## src/rtl/imem_fetch_pkg.sv

```systemverilog
// Shared types and constants for the instruction fetch controller.
// Optional feature macro: IMEM_BOUNDS_CHECK_EN adds a fault bit to each queue entry.
package imem_fetch_pkg;

    localparam logic [31:0] NOP_INSTR     = 32'h0000_0013;
    localparam int          FETCH_Q_DEPTH = 2;
    localparam logic [31:0] PC_STEP       = 32'd4;

    typedef struct packed {
        logic [31:0] pc;
        logic [31:0] instr;
`ifdef IMEM_BOUNDS_CHECK_EN
        logic        fault;
`endif
    } fetch_entry_t;

endpackage

```

## src/rtl/imem_fetch_ctrl_queue.sv

```systemverilog
// Two-entry fetch packet FIFO with push, pop and synchronous flush.
// The entry layout depends on IMEM_BOUNDS_CHECK_EN through fetch_entry_t.
module fetch_queue
    import imem_fetch_pkg::*;
(
    input  logic         clk,
    input  logic         rst,
    input  logic         flush,
    input  logic         push,
    input  fetch_entry_t push_data,
    input  logic         pop,
    output fetch_entry_t head,
    output logic [1:0]   count,
    output logic         full,
    output logic         empty
);

    fetch_entry_t mem [FETCH_Q_DEPTH];
    logic         rd_ptr;
    logic         wr_ptr;
    logic         do_push;
    logic         do_pop;

    assign empty   = (count == 2'd0);
    assign full    = (count == 2'(FETCH_Q_DEPTH));
    assign do_pop  = pop && !empty;
    assign do_push = push && (!full || do_pop);
    assign head    = mem[rd_ptr];

    // Storage array; left unreset because pointers and count define validity.
    always_ff @(posedge clk) begin
        if (do_push && !flush && !rst) begin
            mem[wr_ptr] <= push_data;
        end
    end

    // Pointer and occupancy bookkeeping; flush discards everything at once.
    always_ff @(posedge clk) begin
        if (rst || flush) begin
            rd_ptr <= 1'b0;
            wr_ptr <= 1'b0;
            count  <= 2'd0;
        end else begin
            if (do_push) begin
                wr_ptr <= ~wr_ptr;
            end
            if (do_pop) begin
                rd_ptr <= ~rd_ptr;
            end
            case ({do_push, do_pop})
                2'b10:   count <= count + 2'd1;
                2'b01:   count <= count - 2'd1;
                default: count <= count;
            endcase
        end
    end

endmodule

```

## src/rtl/imem_fetch_ctrl.sv

```systemverilog
// Fetch-stage controller: owns the fetch PC, issues one instruction memory
// read per cycle under a 2-slot credit scheme, and hands {pc, instr} to decode.
// Optional feature macro: IMEM_BOUNDS_CHECK_EN turns fetches beyond
// DEPTH_WORDS into faulting NOP packets instead of memory reads.
module imem_fetch_ctrl
    import imem_fetch_pkg::*;
#(
    parameter logic [31:0] RESET_PC    = 32'h0000_0000,
    parameter int unsigned DEPTH_WORDS = 256
) (
    input  logic        clk,
    input  logic        rst,
    input  logic        redirect_valid,
    input  logic [31:0] redirect_pc,
    output logic        imem_req,
    output logic [31:0] imem_addr,
    input  logic [31:0] imem_rdata,
    output logic        if_valid,
    input  logic        if_ready,
    output logic [31:0] if_pc,
    output logic [31:0] if_instr,
    output logic        if_fault
);

    localparam logic [32:0] PC_LIMIT = 33'(DEPTH_WORDS) << 2;

    logic [31:0]  fetch_pc;
    logic [31:0]  req_pc;
    logic         inflight;
    logic         flush;
    logic         pop;
    logic         issue;
    logic [2:0]   credit_used;
    logic [2:0]   credit_limit;
    logic [1:0]   q_count;
    logic         q_full;
    logic         q_empty;
    fetch_entry_t q_head;
    fetch_entry_t push_entry;
    logic         unused_sink;

    // Reset and redirect both squash the queue and hide the head from decode.
    assign flush    = rst || redirect_valid;
    assign if_valid = !q_empty && !flush;
    assign pop      = if_valid && if_ready;

    // A slot is free when queued plus outstanding, less what leaves now, is below depth.
    assign credit_used  = {1'b0, q_count} + {2'b00, inflight};
    assign credit_limit = 3'(FETCH_Q_DEPTH) + {2'b00, pop};
    assign issue        = !flush && (credit_used < credit_limit);

    assign imem_addr = fetch_pc;
    assign if_pc     = q_head.pc;
    assign if_instr  = q_head.instr;

`ifdef IMEM_BOUNDS_CHECK_EN
    logic out_of_range;
    logic req_fault;

    assign out_of_range = ({1'b0, fetch_pc} >= PC_LIMIT);
    assign imem_req     = issue && !out_of_range;
    assign push_entry   = '{pc: req_pc, instr: (req_fault ? NOP_INSTR : imem_rdata), fault: req_fault};
    assign if_fault     = if_valid && q_head.fault;
    assign unused_sink  = ^{redirect_pc[1:0], q_full};

    // Remember whether the outstanding slot was a suppressed out-of-range fetch.
    always_ff @(posedge clk) begin
        if (rst) begin
            req_fault <= 1'b0;
        end else if (issue) begin
            req_fault <= out_of_range;
        end
    end
`else
    assign imem_req    = issue;
    assign push_entry  = '{pc: req_pc, instr: imem_rdata};
    assign if_fault    = 1'b0;
    assign unused_sink = ^{redirect_pc[1:0], q_full, PC_LIMIT};
`endif

    // Fetch PC and outstanding-request tracking; clearing inflight on a
    // redirect is what drops the pre-redirect response arriving next cycle.
    always_ff @(posedge clk) begin
        if (rst) begin
            fetch_pc <= RESET_PC;
            req_pc   <= RESET_PC;
            inflight <= 1'b0;
        end else if (redirect_valid) begin
            fetch_pc <= {redirect_pc[31:2], 2'b00};
            inflight <= 1'b0;
        end else begin
            inflight <= issue;
            if (issue) begin
                req_pc   <= fetch_pc;
                fetch_pc <= fetch_pc + PC_STEP;
            end
        end
    end

    fetch_queue u_queue (
        .clk       (clk),
        .rst       (rst),
        .flush     (flush),
        .push      (inflight),
        .push_data (push_entry),
        .pop       (pop),
        .head      (q_head),
        .count     (q_count),
        .full      (q_full),
        .empty     (q_empty)
    );

endmodule

```

## config.mk

```make
export PLATFORM = sky130hd
export DESIGN_NAME = imem_fetch_ctrl
export DESIGN_NICKNAME = d
export VERILOG_FILES = /design/src/rtl/imem_fetch_pkg.sv /design/src/rtl/imem_fetch_ctrl_queue.sv /design/src/rtl/imem_fetch_ctrl.sv
export SDC_FILE = /design/constraint.sdc
export NUM_CORES = 1
export LEC_CHECK = 0
export CAP_MARGIN = 20
export CORE_MARGIN = 2
export CORE_UTILIZATION = 45
export CTS_BUF_LIST = sky130_fd_sc_hd__clkbuf_4 sky130_fd_sc_hd__clkbuf_8
export DETAILED_ROUTE_END_ITERATION = 10
export DONT_BUFFER_PORTS = 1
export PLACE_DENSITY_LB_ADDON = 0.2
export SLEW_MARGIN = 0
export SYNTH_ARGS = -nofsm -noshare
export SYNTH_HDL_FRONTEND = slang
export SYNTH_SLANG_ARGS = --single-unit
```

## constraint.sdc

```tcl
create_clock -name clk -period 6.8 [get_ports clk]
set_clock_uncertainty 0.05 [all_clocks]
set_input_delay 1.36 -clock clk [delete_from_list [all_inputs] [get_ports clk]]
set_output_delay 1.36 -clock clk [all_outputs]
set_load 0.02 [all_outputs]
```

==> metrics.txt <==
Post-DP Area=7840 sq um; global routing met2 resource utilization=0.270; clk_lat worst skew=450 ps; antenna viol nets, final=0; sequential-to-total area share from yosys stat=0.657; Hold Slack=411 ps; die area=18100 sq um; Synth Instances=595; Sum Neg Setup Slack=0 ps; library cells used by synthesis=50; Worst setup SP type=input port; antenna diode count=0; simple-gate share of the synthesized area=0.122; Reg2Reg Launch Point=u_queue.count[0]$_SDFFE_PP0P_; Post-Synth XOR/XNOR Area=0.0251; mean post-synth cell area=12.9 sq um; outcome=finished, final reports clean; Post-Layout Cell Count=816; Congestion Overflow GR=0; max_cap viols=0; area delta synth->final=7.62%; I/O pins=167; Max stage delay cell, worst path=or2_2; met3 Resource Use GR=0.0676; antenna violations before repair=0; main combinational cell family by area after synthesis=simple AND/OR/NAND/NOR gates; CP Cell Sequence=or2_2 -> nor2_1 -> nand2_1 -> inv_1; Critical Path AT=2400 ps; Slew headroom=0.418; internal power=0.00163 W; Post-Syn Area=7680 sq um; Max FO, Critical Path=65; Fmax=0.262 GHz; CTS tree=done; die width=135 um; WP data required=5390 ps; Nets=655; Via density=5.49; CORE AREA=16600 sq um; filler cell count=1488; Clk pin slew, worst setup/hold paths=90 ps; max-slew violations=0; DRT iter0 DRCs=278; fin crit share=0.561; mux share of post-synthesis cell area=0.0979; CTS H-Tree Depth=4; CTS max path bufs=2; yosys warns=0; busiest grt layer=met2; cts hold-fix bufs=0; P_sw=0.000486 W; total track usage=0.175; combinational power share=0.038; final wirelength=15.8 mm; port bufs=0; Initial Utilization=0.462; register area=5050 sq um; Flop pwr share=0.612; # Post-CTS Setup Buffers=0; Synth Flop Type=edfxtp_1; Sw Ratio=0.229; type of the tightest min-delay check=reg2reg; Crit Path Category=in2out; # setup viols final=0; number of global-route vias before repair=4320; routed via count=4476; Clock Power Share=0.350; Synth Area in Adders=0.00651; post-synthesis register bit count=190; Final Hold Viols=0; slowest stage delay, CP=370 ps; global-route wire length before repair=24.3 mm; Final min period=3810 ps; Worst-Margin Slew=874 ps; largest net degree at the start of global routing=66; placed cell count=783; Final HPWL DP=10.2 mm; DRC Markers=0; Power Dens Cells=256 nW/um^2; critical path launch point=rst; GR met1 Demand/Resource=0.226; Clock Tree Root=clkbuf_8; chip height=135 um; Worst VDD drop=0.128 mV; Routability Congestion=0.776; Power, Total=0.00212 W; area of the multi-input gates=2460 sq um; post-cts sizing count=0; cell area after layout=8270 sq um; layout cells sized above 1=0.196; number of CTS-inserted buffers=17; Async SR Flop Fraction=0; RSZ-0062 raised after global routing=no; compound-gate portion of the synthesized area=0.0640; Worst setup EP type=output pin; LEAKAGE=2.70 nW; drt pass-1 iters=4; TritonCTS sink count=190; # rows=47; WL/cell=19.3 um; hold_sp=req_pc[24]$_SDFFE_PP0P_; EDFF count, synth=124
-- cell type report --
| cell class | instances | area share |
|---|---|---|
| repair buffers | 6 | 0.00787 |
| clock inverters | 12 | 0.0163 |
| well taps | 220 | 0.0333 |
| inverters | 6 | 0.00272 |
| multi-input cells | 362 | 0.297 |
| clock buffers | 20 | 0.0325 |
| flip-flops and latches | 190 | 0.610 |
-- per-layer routing --
layer,wire [um],vias to the layer above
li1,-,2150
met1,6770,2140
met2,7300,169
met3,1420,17
met4,284,0
met5,0,-
-- state kept, by name (all words and copies together) (netlist names), named ones only --
signal / cells
inflight: 1
u_queue.mem: 124
u_queue.count: 2
u_queue.rd_ptr: 1
req_pc: 30
u_queue.wr_ptr: 1
imem_addr: 30
-- Yosys cell counts (8+ instances only) --
| library cell | count | area (sq um) |
|---|---|---|
| edfxtp_1 | 124 | 3720 |
| nand2_1 | 85 | 319 |
| dfxtp_1 | 66 | 1320 |
| mux2_2 | 65 | 732 |
| a21oi_1 | 42 | 210 |
| nor2_1 | 26 | 97.6 |
| clkbuf_1 | 25 | 93.8 |
| xnor2_1 | 15 | 131 |
| a211oi_1 | 12 | 90.1 |
| nand4_1 | 12 | 75.1 |
| nand3_1 | 10 | 50.1 |
| a31oi_1 | 8 | 50.1 |
-- worst max-delay path, delay by kind of cell --
kind          cells  cell delay (ps)
buf+inv           1              220
simple gates      3              800
-- metrics by stage --
| stage | setup slack, ps | util |
|---|---|---|
| after floorplan | 62.1 | - |
| after global placement | 2960 | 0.471 |
| after detailed placement | 2970 | 0.471 |
| after CTS | 2970 | 0.495 |
| after global routing | 2880 | 0.497 |
| final | 2990 | 0.497 |
-- final timing paths --
path | slack (ps) | end | depth (start not counted)
setup / recovery | 2990 | imem_req | 4
hold / removal | 410 | u_queue.mem[0][56]$_DFFE_PP_ | 0
setup reg to reg | 4100 | imem_addr[19]$_SDFFE_PP0P_ | 7
hold reg to reg | 410 | u_queue.mem[0][56]$_DFFE_PP_ | 0
-- power by group through the flow --
stage	logic, W	clock network, W	registers [W]
detailed placement	0.0000790	0	0.00132
finish	0.0000802	0.000741	0.00130
CTS	0.0000795	0.000764	0.00130
floorplan	0.0000771	0	0.00131
global placement	0.0000768	0	0.00132
global route	0.0000900	0.000811	0.00130
-- cell usage in the layout (no fill, tap or decap), types with 3 or more instances in the layout --
master,netlist,layout
nand4b_1,3,3
mux2_2,65,65
nor4_1,4,4
ha_1,4,4
or4_1,4,4
buf_4,6,5
and3_1,3,3
o22ai_1,4,4
and2_1,6,6
nor3_2,1,3
a211oi_1,12,12
nand4_1,12,12
inv_1,6,6
nand3_1,10,10
nand2_1,85,85
a31oi_1,8,8
nor4_2,3,3
edfxtp_1,124,124
nor3_1,6,4
xor2_1,7,7
xnor2_1,15,15
nand2b_1,4,4
nor2_1,26,26
o211ai_1,3,3
or3_1,4,4
a21oi_1,42,42
conb_1,1,5
dfxtp_1,66,65
clkinv_4,0,3
clkbuf_8,0,19
-- kinds of logic after synthesis --
| group | count (synthesis) |
|---|---|
| compound gates | 81 |
| xor+xnor | 22 |
| fa+ha+maj | 4 |
| buf+inv | 47 |
| flops | 190 |
| mux | 67 |
| other cells | 1 |
| simple gates | 183 |
Power figures use the tool's default switching activity.
